<file path="src/rtl/vsm_sequencer_if.sv">
// Control bus between the VSM sequencer, its program ROM and the datapath
// strobes. The sequencer side drives the strobes and Addr.
interface vsm_sequencer_if;
  logic       Run;
  logic [3:0] Instr;
  logic [3:0] Addr;
  logic       LoadIR;
  logic       LatchA;
  logic       LatchB;
  logic       LatchOut;
  logic       ClearA;
  logic       EnableA;
  logic       EnableB;
  logic       EnableAlu;
  logic       AluSub;
  logic       Busy;
  logic       Halted;

  modport master (
    input  Run, Instr,
    output Addr, LoadIR, LatchA, LatchB, LatchOut, ClearA,
           EnableA, EnableB, EnableAlu, AluSub, Busy, Halted
  );

  modport slave (
    output Run, Instr,
    input  Addr, LoadIR, LatchA, LatchB, LatchOut, ClearA,
           EnableA, EnableB, EnableAlu, AluSub, Busy, Halted
  );
endinterface

</file>
<file path="src/rtl/vsm_sequencer.sv">
// Microcoded sequencer for a tiny accumulator machine: fetch/decode/execute
// with falling-edge registered strobes so they are stable while MainClock is high.
module vsm_sequencer (
  input  logic           MainClock,
  input  logic           Reset,
  vsm_sequencer_if.master bus
);

  localparam int unsigned AW = 4;
  localparam int unsigned IW = 4;

  localparam logic [IW-1:0] OP_LDA  = 4'h1;
  localparam logic [IW-1:0] OP_LDB  = 4'h2;
  localparam logic [IW-1:0] OP_ADD  = 4'h3;
  localparam logic [IW-1:0] OP_SUB  = 4'h4;
  localparam logic [IW-1:0] OP_OUTA = 4'h5;
  localparam logic [IW-1:0] OP_OUTB = 4'h6;
  localparam logic [IW-1:0] OP_CLRA = 4'h7;
  localparam logic [IW-1:0] OP_HLT  = 4'hF;

  typedef enum logic [2:0] {
    IDLE   = 3'd0,
    FETCH  = 3'd1,
    DECODE = 3'd2,
    EXEC1  = 3'd3,
    EXEC2  = 3'd4,
    HALT   = 3'd5
  } state_t;

  typedef struct packed {
    logic load_ir;
    logic latch_a;
    logic latch_b;
    logic latch_out;
    logic clear_a;
    logic en_a;
    logic en_b;
    logic en_alu;
    logic alu_sub;
  } ctrl_t;

  state_t        state, state_nxt;
  logic [AW-1:0] pc, pc_nxt;
  logic [IW-1:0] ir, ir_nxt;
  ctrl_t         ctrl, ctrl_nxt;
  logic          busy, busy_nxt;
  logic          halted, halted_nxt;

  // State, PC, IR and all outputs update together on the falling edge
  always_ff @(negedge MainClock or posedge Reset) begin
    if (Reset) begin
      state  <= IDLE;
      pc     <= '0;
      ir     <= '0;
      ctrl   <= '0;
      busy   <= 1'b0;
      halted <= 1'b0;
    end else begin
      state  <= state_nxt;
      pc     <= pc_nxt;
      ir     <= ir_nxt;
      ctrl   <= ctrl_nxt;
      busy   <= busy_nxt;
      halted <= halted_nxt;
    end
  end

  // Next state, then the strobes that belong to that next state
  always_comb begin
    state_nxt  = state;
    pc_nxt     = pc;
    ir_nxt     = ir;
    ctrl_nxt   = '0;
    busy_nxt   = 1'b0;
    halted_nxt = 1'b0;

    case (state)
      IDLE:   if (bus.Run) state_nxt = FETCH;
      FETCH:  state_nxt = DECODE;
      DECODE: begin
        ir_nxt    = bus.Instr;
        state_nxt = EXEC1;
      end
      EXEC1: begin
        if (ir == OP_HLT) begin
          state_nxt = HALT;
        end else if (ir == OP_ADD || ir == OP_SUB) begin
          state_nxt = EXEC2;
        end else begin
          pc_nxt    = pc + AW'(1);
          state_nxt = bus.Run ? FETCH : IDLE;
        end
      end
      EXEC2: begin
        pc_nxt    = pc + AW'(1);
        state_nxt = bus.Run ? FETCH : IDLE;
      end
      HALT:    state_nxt = HALT;
      default: state_nxt = IDLE;
    endcase

    case (state_nxt)
      FETCH: ctrl_nxt.load_ir = 1'b1;
      EXEC1: begin
        case (ir_nxt)
          OP_LDA: ctrl_nxt.latch_a = 1'b1;
          OP_LDB: ctrl_nxt.latch_b = 1'b1;
          OP_ADD, OP_SUB: begin
            ctrl_nxt.en_alu  = 1'b1;
            ctrl_nxt.alu_sub = (ir_nxt == OP_SUB);
          end
          OP_OUTA: begin
            ctrl_nxt.en_a      = 1'b1;
            ctrl_nxt.latch_out = 1'b1;
          end
          OP_OUTB: begin
            ctrl_nxt.en_b      = 1'b1;
            ctrl_nxt.latch_out = 1'b1;
          end
          OP_CLRA: ctrl_nxt.clear_a = 1'b1;
          default: ctrl_nxt = '0;
        endcase
      end
      EXEC2: begin
        ctrl_nxt.en_alu  = 1'b1;
        ctrl_nxt.alu_sub = (ir_nxt == OP_SUB);
        ctrl_nxt.latch_a = 1'b1;
      end
      default: ctrl_nxt = '0;
    endcase

    busy_nxt   = (state_nxt != IDLE) && (state_nxt != HALT);
    halted_nxt = (state_nxt == HALT);
  end

  assign bus.Addr      = pc;
  assign bus.LoadIR    = ctrl.load_ir;
  assign bus.LatchA    = ctrl.latch_a;
  assign bus.LatchB    = ctrl.latch_b;
  assign bus.LatchOut  = ctrl.latch_out;
  assign bus.ClearA    = ctrl.clear_a;
  assign bus.EnableA   = ctrl.en_a;
  assign bus.EnableB   = ctrl.en_b;
  assign bus.EnableAlu = ctrl.en_alu;
  assign bus.AluSub    = ctrl.alu_sub;
  assign bus.Busy      = busy;
  assign bus.Halted    = halted;

endmodule
</file>
<file path="src/flat_wrapper.sv">
// flat-port wrapper written by rule: the top's interface ports become plain ports
module vsm_sequencer_flat 
  (MainClock, Reset, bus_Run, bus_Instr, bus_Addr, bus_LoadIR, bus_LatchA, bus_LatchB, bus_LatchOut, bus_ClearA, bus_EnableA, bus_EnableB, bus_EnableAlu, bus_AluSub, bus_Busy, bus_Halted);
  vsm_sequencer_if bus_i ();
  input  logic MainClock;
  input  logic Reset;
  input wire logic [$bits(bus_i.Run)-1:0] bus_Run;
  input wire logic [$bits(bus_i.Instr)-1:0] bus_Instr;
  output wire logic [$bits(bus_i.Addr)-1:0] bus_Addr;
  output wire logic [$bits(bus_i.LoadIR)-1:0] bus_LoadIR;
  output wire logic [$bits(bus_i.LatchA)-1:0] bus_LatchA;
  output wire logic [$bits(bus_i.LatchB)-1:0] bus_LatchB;
  output wire logic [$bits(bus_i.LatchOut)-1:0] bus_LatchOut;
  output wire logic [$bits(bus_i.ClearA)-1:0] bus_ClearA;
  output wire logic [$bits(bus_i.EnableA)-1:0] bus_EnableA;
  output wire logic [$bits(bus_i.EnableB)-1:0] bus_EnableB;
  output wire logic [$bits(bus_i.EnableAlu)-1:0] bus_EnableAlu;
  output wire logic [$bits(bus_i.AluSub)-1:0] bus_AluSub;
  output wire logic [$bits(bus_i.Busy)-1:0] bus_Busy;
  output wire logic [$bits(bus_i.Halted)-1:0] bus_Halted;
  assign bus_i.Run = bus_Run;
  assign bus_i.Instr = bus_Instr;
  assign bus_Addr = bus_i.Addr;
  assign bus_LoadIR = bus_i.LoadIR;
  assign bus_LatchA = bus_i.LatchA;
  assign bus_LatchB = bus_i.LatchB;
  assign bus_LatchOut = bus_i.LatchOut;
  assign bus_ClearA = bus_i.ClearA;
  assign bus_EnableA = bus_i.EnableA;
  assign bus_EnableB = bus_i.EnableB;
  assign bus_EnableAlu = bus_i.EnableAlu;
  assign bus_AluSub = bus_i.AluSub;
  assign bus_Busy = bus_i.Busy;
  assign bus_Halted = bus_i.Halted;
  vsm_sequencer u_core (.MainClock(MainClock), .Reset(Reset), .bus(bus_i));
endmodule
</file>
<file path="config.mk">
export PLATFORM = sky130hd
export DESIGN_NAME = vsm_sequencer_flat
export DESIGN_NICKNAME = d
export VERILOG_FILES = /design/src/rtl/vsm_sequencer_if.sv /design/src/rtl/vsm_sequencer.sv /design/src/flat_wrapper.sv
export SDC_FILE = /design/constraint.sdc
export NUM_CORES = 1
export LEC_CHECK = 0
export BUFFER_PORTS_ARGS = -buffer_cell sky130_fd_sc_hd__buf_2
export CORE_MARGIN = 2
export CORE_UTILIZATION = 47
export DETAILED_ROUTE_END_ITERATION = 16
export GPL_TIMING_DRIVEN = 0
export HOLD_SLACK_MARGIN = 0.02
export PLACE_DENSITY = 0.75
export SYNTH_ARGS = -nofsm -noshare
export SYNTH_HDL_FRONTEND = slang
export SYNTH_SLANG_ARGS = --single-unit
export TNS_END_PERCENT = 50
</file>
<file path="constraint.sdc">
create_clock -name MainClock -period 1.7 [get_ports MainClock]
set_input_delay 0.34 -clock MainClock [delete_from_list [all_inputs] [get_ports MainClock]]
set_output_delay 0.34 -clock MainClock [all_outputs]
set_load 0.05 [all_outputs]
</file>
# Word level (Yosys, flattened, before mapping)
# Cells that the tools add are included.
# totals
ff_bits	22
latchBits	0
ramBits	0
romBits	0
inputBits	7
output_inout_bits	15
word_cells	65
n_memories	0
# classes
add_sub_neg	1
multipliers	0
div	0
magnitude_cmp	0
eq_ne	22
n_shift	0
n_mux	20
bitwise_logic	0
reduce_logical	8
# ops
op	n
$eq 4x3->1 const B	5
$pmux 3 s6	1
$eq 3x3->1 const B	4
$eq 4x2->1 const B	3
$mux 4	3
$eq 3x2->1 const B	3
$mux 3	3
$mux 1	8
$pmux 4 s2	1
$eq 3x1->1 const B	2
$mux 5	1
$add 4x1->4 const B	1
$eq 4x1->1 const B	1
$eq 4x4->1 const B	1
$ne 2x2->1 const B	2
$pmux 2 s2	1
$reduce_or 2->1	2
$logic_not 3->1	1
$ne 3x3->1 const B	1
$reduce_and 3->1	1
$reduce_bool 3->1	1
$mux 2	1
$pmux 1 s2	1
$reduce_bool 2->1	1
other kinds (2)	2

# Depth between registers and ports, before layout
# Gate-level depths: netlist of the first run.
# depth
word_depth	7
mapped_depth	6

==> results of run 1 <==
==> cells in the final DEF (no fill, tap or decap), types with 4 or more instances in the layout <==
| cell | count |
|---|---|
| buf_2 | 6 |
| buf_6 | 16 |
| nand3b_1 | 4 |
| inv_1 | 6 |
| clkbuf_4 | 4 |
| nor2_1 | 5 |
| dfrtn_1 | 22 |
| nor3_1 | 5 |
| buf_4 | 6 |
==> final cells by class <==
type                            count  area [sq um]  share of cell area (%)
Clock inverter                      1          30.0                    2.09
Buffer                              2          18.8                    1.31
Multi-Input combinational cell     63           507                    35.3
Clock buffer                        3          22.5                    1.57
Tap cell                           28          35.0                    2.44
Sequential cell                    22           551                    38.4
Inverter                            7          26.3                    1.83
Timing Repair Buffer               27           244                    17.0
==> stage by stage <==
step                      hold WS [ps]  total power, uW
after global routing               645             3150
final                              594             2960
after CTS                          587             2910
after detailed placement           466             2250
after floorplan                    512             1960
after global placement             439             2210
==> cells by family after synthesis <==
group / share of synthesized area (%)
AND/OR/NAND/NOR: 22.6
multiplexers: 6.45
flip-flops: 51.6
buffers and inverters: 3.99
AO/OA/AOI/OAI: 11.7
XOR/XNOR: 2.46
adder cells (fa/ha/maj): 1.17
==> per-layer routing <==
metal  up-vias  routed length [microns]
met2        18                     1120
met4         0                       29
met3         4                       63
li1        413                        -
met5         -                        0
met1       404                      920
==> power by group <==
part / switching [uW] / internal (uW) / leakage, uW
Sequential: 193 / 719 / 0.000277
Combinational: 917 / 735 / 0.000352
Clock: 160 / 238 / 0.0000279
Total: 1270 / 1690 / 0.000657
==> repair_timing <==
item                       4_1_cts  5_1_grt
gates resized for setup         32        6
pin swaps                        1        0
setup endpoints to repair       21       24
cloned                           0        0
hold buffers                     0        0
buffers inserted                 5        1
==> worst min path at each step <==
stage | to | from | cells past startpoint | slack, ps
final | u_core.bus.Addr[2] | u_core.bus.Addr[2] | 2 | 590
after floorplan | u_core.state[1] | u_core.state[2] | 1 | 510
after CTS | u_core.bus.Addr[1] | u_core.bus.Addr[1] | 2 | 590
after detailed placement | u_core.bus.Addr[0] | u_core.bus.Addr[0] | 1 | 470
after global routing | u_core.ir[3] | u_core.ir[3] | 1 | 640
after global placement | u_core.bus.Addr[2] | u_core.bus.Addr[2] | 1 | 440
==> flow_summary.ini, run 1 <==
[sta]
setup-violations-final = 20
report.final.slew_viol_count = 0
hold_viol_final = 0
clock_skew_ps = 3.23
setup_ws_ps = -405
worst_slew_pin_slew_ps = 799
tns_ps = -6010
slew-limit-headroom_pct = 46.7
rsz0062_at_grt = true

[placement]
place_ws_ps = -433
portBuffers = 21
gp_congestion = 0.838
place_inst = 143
place_hpwl_microns = 1520
place_area_sq_um = 1210

[synthesis]
ys.flop_type = dfrtn_1
synthTopCellsByArea = dfrtn_1, mux2_2, nand3b_1, inv_1, nor3_1
synth_enable_flop_cells = 0
synthTopCellsByCount = dfrtn_1, inv_1, nor2_1, nor3_1, nand3b_1
yosysWarnings = 0
syn_inst = 94
syn_area_sq_um = 1070
synth_top_area_share_pct = 51.6
avgSynthCellArea_sq_um = 11.4
synth.most_common_cell = dfrtn_1
async_reset_ff_share_pct = 100
synth_seq_cells = 22
mappedNetlistNets = 102
ys_types = 43
ys_seq_area_share_pct = 51.6
synth_top_area_cell = dfrtn_1

[setup_path]
cp_num_buf_inv = 1
critPathCaptureType = primary output
cp_top_family = flip-flops
cp.arrival_ps = 1760
critPathLaunch = u_core.bus.Addr[3]
path_cells = buf_6
cp-start-kind = register
path_max_fanout = 2
endpoint = bus_Addr[3]
ff2ff_path_depth = 5
required_ps = 1360
max_stage_delay_ps = 450
r2r-start = u_core.ir[2]
cp_slowest_cell = dfrtn_1
cp.depth = 1
critPathKind = reg -> out
reg2reg_setup_slack_ps = -10
r2r-end = u_core.bus.Busy

[floorplan]
io_pins = 22
die_x_microns = 51.7
dieArea_sq_um = 2670
start_util_pct = 49.2
die_y_microns = 51.7
coreArea_sq_um = 2170
num_rows = 17

[clocking]
cts_tree = yes
cts.clk_slew.worst_paths_ps = 80
cts_buffers = 3
clock_sinks = 22
clock_latency_ps = 300
clock_path_buffers = 2
ctsRootBufferMaster = clkbuf_4
htreeDepth = 1

[grt]
track_usage_pct = 19.0
grt_max_degree = 23
busiest_layer = met2
use_met2_pct = 31.6
antenna_found_initial = 0
grt-ovfl-total = 0
grtUsageMet3_pct = 3.45
grt_pass1_wl_microns = 3700
use_met1_pct = 23.6
first_global_vias = 845

[drt]
vias = 839
antenna_left = 0
drcViolationCount = 0
wire_per_inst_microns = 14.0
routed_wl_microns = 2140
routed_via_density = 5.48
first_pass_iters = 4
dr.first_iter.drc_count = 9

[final_layout]
nets = 134
fillers = 176
antenna_cells = 0
final_layout_size_suffix_gt1_share_pct = 40.8
finalCoreUtilization_pct = 66.1
final-instance-count-excl-fill = 153
syn_to_final_growth_pct = 34.3
final_cell_area_sq_um = 1430

[run]
max-cap-violations = 0

[pwr]
p_per_area_nw_per_um2 = 2070
ir_drop_mv = 1.35
leakage_uw = 0.000657

[outcome]
status = finished, violations left
violations = setup timing

[worst_hold_path]
hp-class = reg -> reg
Note: power is estimated with default switching activity, not from simulation.
==> run 2, diff against run 1 <==
--- a/config.mk
+++ b/config.mk
@@ -6,12 +6,13 @@
 export NUM_CORES = 1
 export LEC_CHECK = 0
 export BUFFER_PORTS_ARGS = -buffer_cell sky130_fd_sc_hd__buf_2
+export CAP_MARGIN = 25
 export CORE_MARGIN = 2
-export CORE_UTILIZATION = 47
+export CORE_UTILIZATION = 52
 export DETAILED_ROUTE_END_ITERATION = 16
 export GPL_TIMING_DRIVEN = 0
 export HOLD_SLACK_MARGIN = 0.02
-export PLACE_DENSITY = 0.75
+export PLACE_DENSITY = 0.78
 export SYNTH_ARGS = -nofsm -noshare
 export SYNTH_HDL_FRONTEND = slang
 export SYNTH_SLANG_ARGS = --single-unit
==> constraint.sdc (replaced) <==
create_clock -name MainClock -period 2.3 [get_ports MainClock]
set_input_delay 0.46 -clock MainClock [delete_from_list [all_inputs] [get_ports MainClock]]
set_output_delay 0.46 -clock MainClock [all_outputs]
set_load 0.05 [all_outputs]
==> run 2 against run 1 <==
Net effect:
- the flow still finishes with violations (setup timing)
- final cell count shrank 2.0%
- clock power down 26%
- first-iteration DRC count is 44% higher
- non-clock buffer count decreased by 2
- global-route usage increased by 0.20 points
- count of clock-buffer cells in the layout did not move
- highest routed layer unchanged
==> flow_summary.ini, run 2 (synthesis gave the netlist of run 1 again) <==
[drt]
vias = 814
antenna_left = 0
dr.first_iter.drc_count = 13
routed_wl_microns = 2110
routed_via_density = 5.43
drcViolationCount = 0
wire_per_inst_microns = 14.1
first_pass_iters = 4

[grt]
grt_max_degree = 23
track_usage_pct = 19.2
grt-ovfl-total = 0
antenna_found_initial = 0
grt_pass1_wl_microns = 3570
first_global_vias = 761

[run]
max-cap-violations = 0

[outcome]
status = finished, violations left
violations = setup timing

[setup_path]
path_cells = buf_6
cp_top_family = flip-flops
critPathCaptureType = primary output
max_stage_delay_ps = 450
r2r-start = u_core.ir[2]
cp_num_buf_inv = 1
path_max_fanout = 2
critPathKind = reg -> out
reg2reg_setup_slack_ps = 600
cp-start-kind = register
required_ps = 1840
critPathLaunch = u_core.bus.Addr[2]
cp.arrival_ps = 2070
cp_slowest_cell = dfrtn_1

[final_layout]
final-instance-count-excl-fill = 150
nets = 132
multi_input_area_sq_um = 474
final_layout_size_suffix_gt1_share_pct = 35.8
final_cell_area_sq_um = 1380
antenna_cells = 0
fillers = 144
seq_area_sq_um = 551
most-common-layout-cells = dfrtn_1, buf_6, buf_2, inv_1
syn_to_final_growth_pct = 29.5
final_common_cell = dfrtn_1

[placement]
place_area_sq_um = 1210
place_hpwl_microns = 1430
place_inst = 142
gp_congestion = 0.820
place_ws_ps = -251
portBuffers = 21

[sta]
setup-violations-final = 15
report.final.slew_viol_count = 0
hold_viol_final = 0
clock_skew_ps = 6.12
setup_ws_ps = -230
tns_ps = -2900
worst_slew_pin_slew_ps = 835
rsz0062_at_grt = true
slew-limit-headroom_pct = 44.2

[clocking]
ctsRootBufferMaster = clkbuf_4
cts_hold_buffers = 0
clock_latency_ps = 300
cts.clk_slew.worst_paths_ps = 80
cts_buffers = 3
clock_sinks = 22
htreeDepth = 1
cts_tree = yes
clock_path_buffers = 2

[worst_hold_path]
hp-start = u_core.bus.Addr[2]
hp-class = reg -> reg

[floorplan]
coreArea_sq_um = 1940
dieArea_sq_um = 2430
die_x_microns = 49.3
die_y_microns = 49.3
start_util_pct = 55.0
io_pins = 22
num_rows = 16

[pwr]
pwr-share-clk_pct = 14.0
seqPwrFrac_pct = 31.7
ir_drop_mv = 0.753
swShare_pct = 43.0
p_int_uw = 1200
pwr-share-comb_pct = 54.3
p_per_area_nw_per_um2 = 1520
power_switching_uw = 904
leakage_uw = 0.000646
[run 2: layer usage]
metal	GRT usage (%)	vias to the layer above	share of wire (%)
met5	0	-	0
met1	24.9	389	46
li1	-	407	-
met4	5.71	0	1.0
met3	3.68	4	2.6
met2	32.4	14	50
[run 2: power by group through the flow]
| stage | clock (uW) | combinational (uW) | sequential [uW] |
|---|---|---|---|
| 3_5_place_dp | 0 | 982 | 671 |
| 3_3_place_gp | 0 | 967 | 659 |
| 4_1_cts | 298 | 1140 | 661 |
| 6_report | 294 | 1140 | 667 |
| 2_1_floorplan | 0 | 569 | 880 |
| 5_1_grt | 320 | 1230 | 684 |
[run 2: path summary, 6_finish.rpt]
check / endpoint / depth (start not counted)
max in group asynchronous: u_core.state[2] / 2
min in group asynchronous: u_core.bus.LatchOut / 2
hold reg to reg: u_core.bus.Addr[2] / 2
setup reg to reg: u_core.bus.Addr[1] / 4
hold / removal: u_core.bus.Addr[2] / 2
setup / recovery: bus_Addr[2] / 1
[run 2: final cells by class]
type,count,area share [%]
multi-input cells,63,34.3
plain buffers,2,1.18
clock inverters,1,2.17
well taps,27,2.44
flip-flops and latches,22,39.8
repair buffers,25,16.6
clock buffers,3,1.63
inverters,7,1.90
[run 2: stage by stage]
stage / total power (uW) / util (%) / hold slack (ps)
CTS: 2100 / 71.2 / 570
global route: 2230 / 71.2 / 605
finish: 2100 / 71.2 / 583
detailed placement: 1650 / 62.1 / 458
global placement: 1630 / 62.1 / 429
floorplan: 1450 / - / 512
[run 2: timing repair]
item | 4_1_cts | 5_1_grt
gates resized for setup | 30 | 0
endpoints found under the setup margin | 15 | 15
setup buffers | 4 | 0
hold endpoints to repair | 0 | 0
[run 2: worst register-to-register path: cells and delay by family (launching register included)]
| family | cells | cell delay [ps] |
|---|---|---|
| muxes | 1 | 290 |
| DFF | 1 | 520 |
| and+or+nand+nor | 2 | 640 |
| AOI/OAI and AO/OA | 1 | 100 |
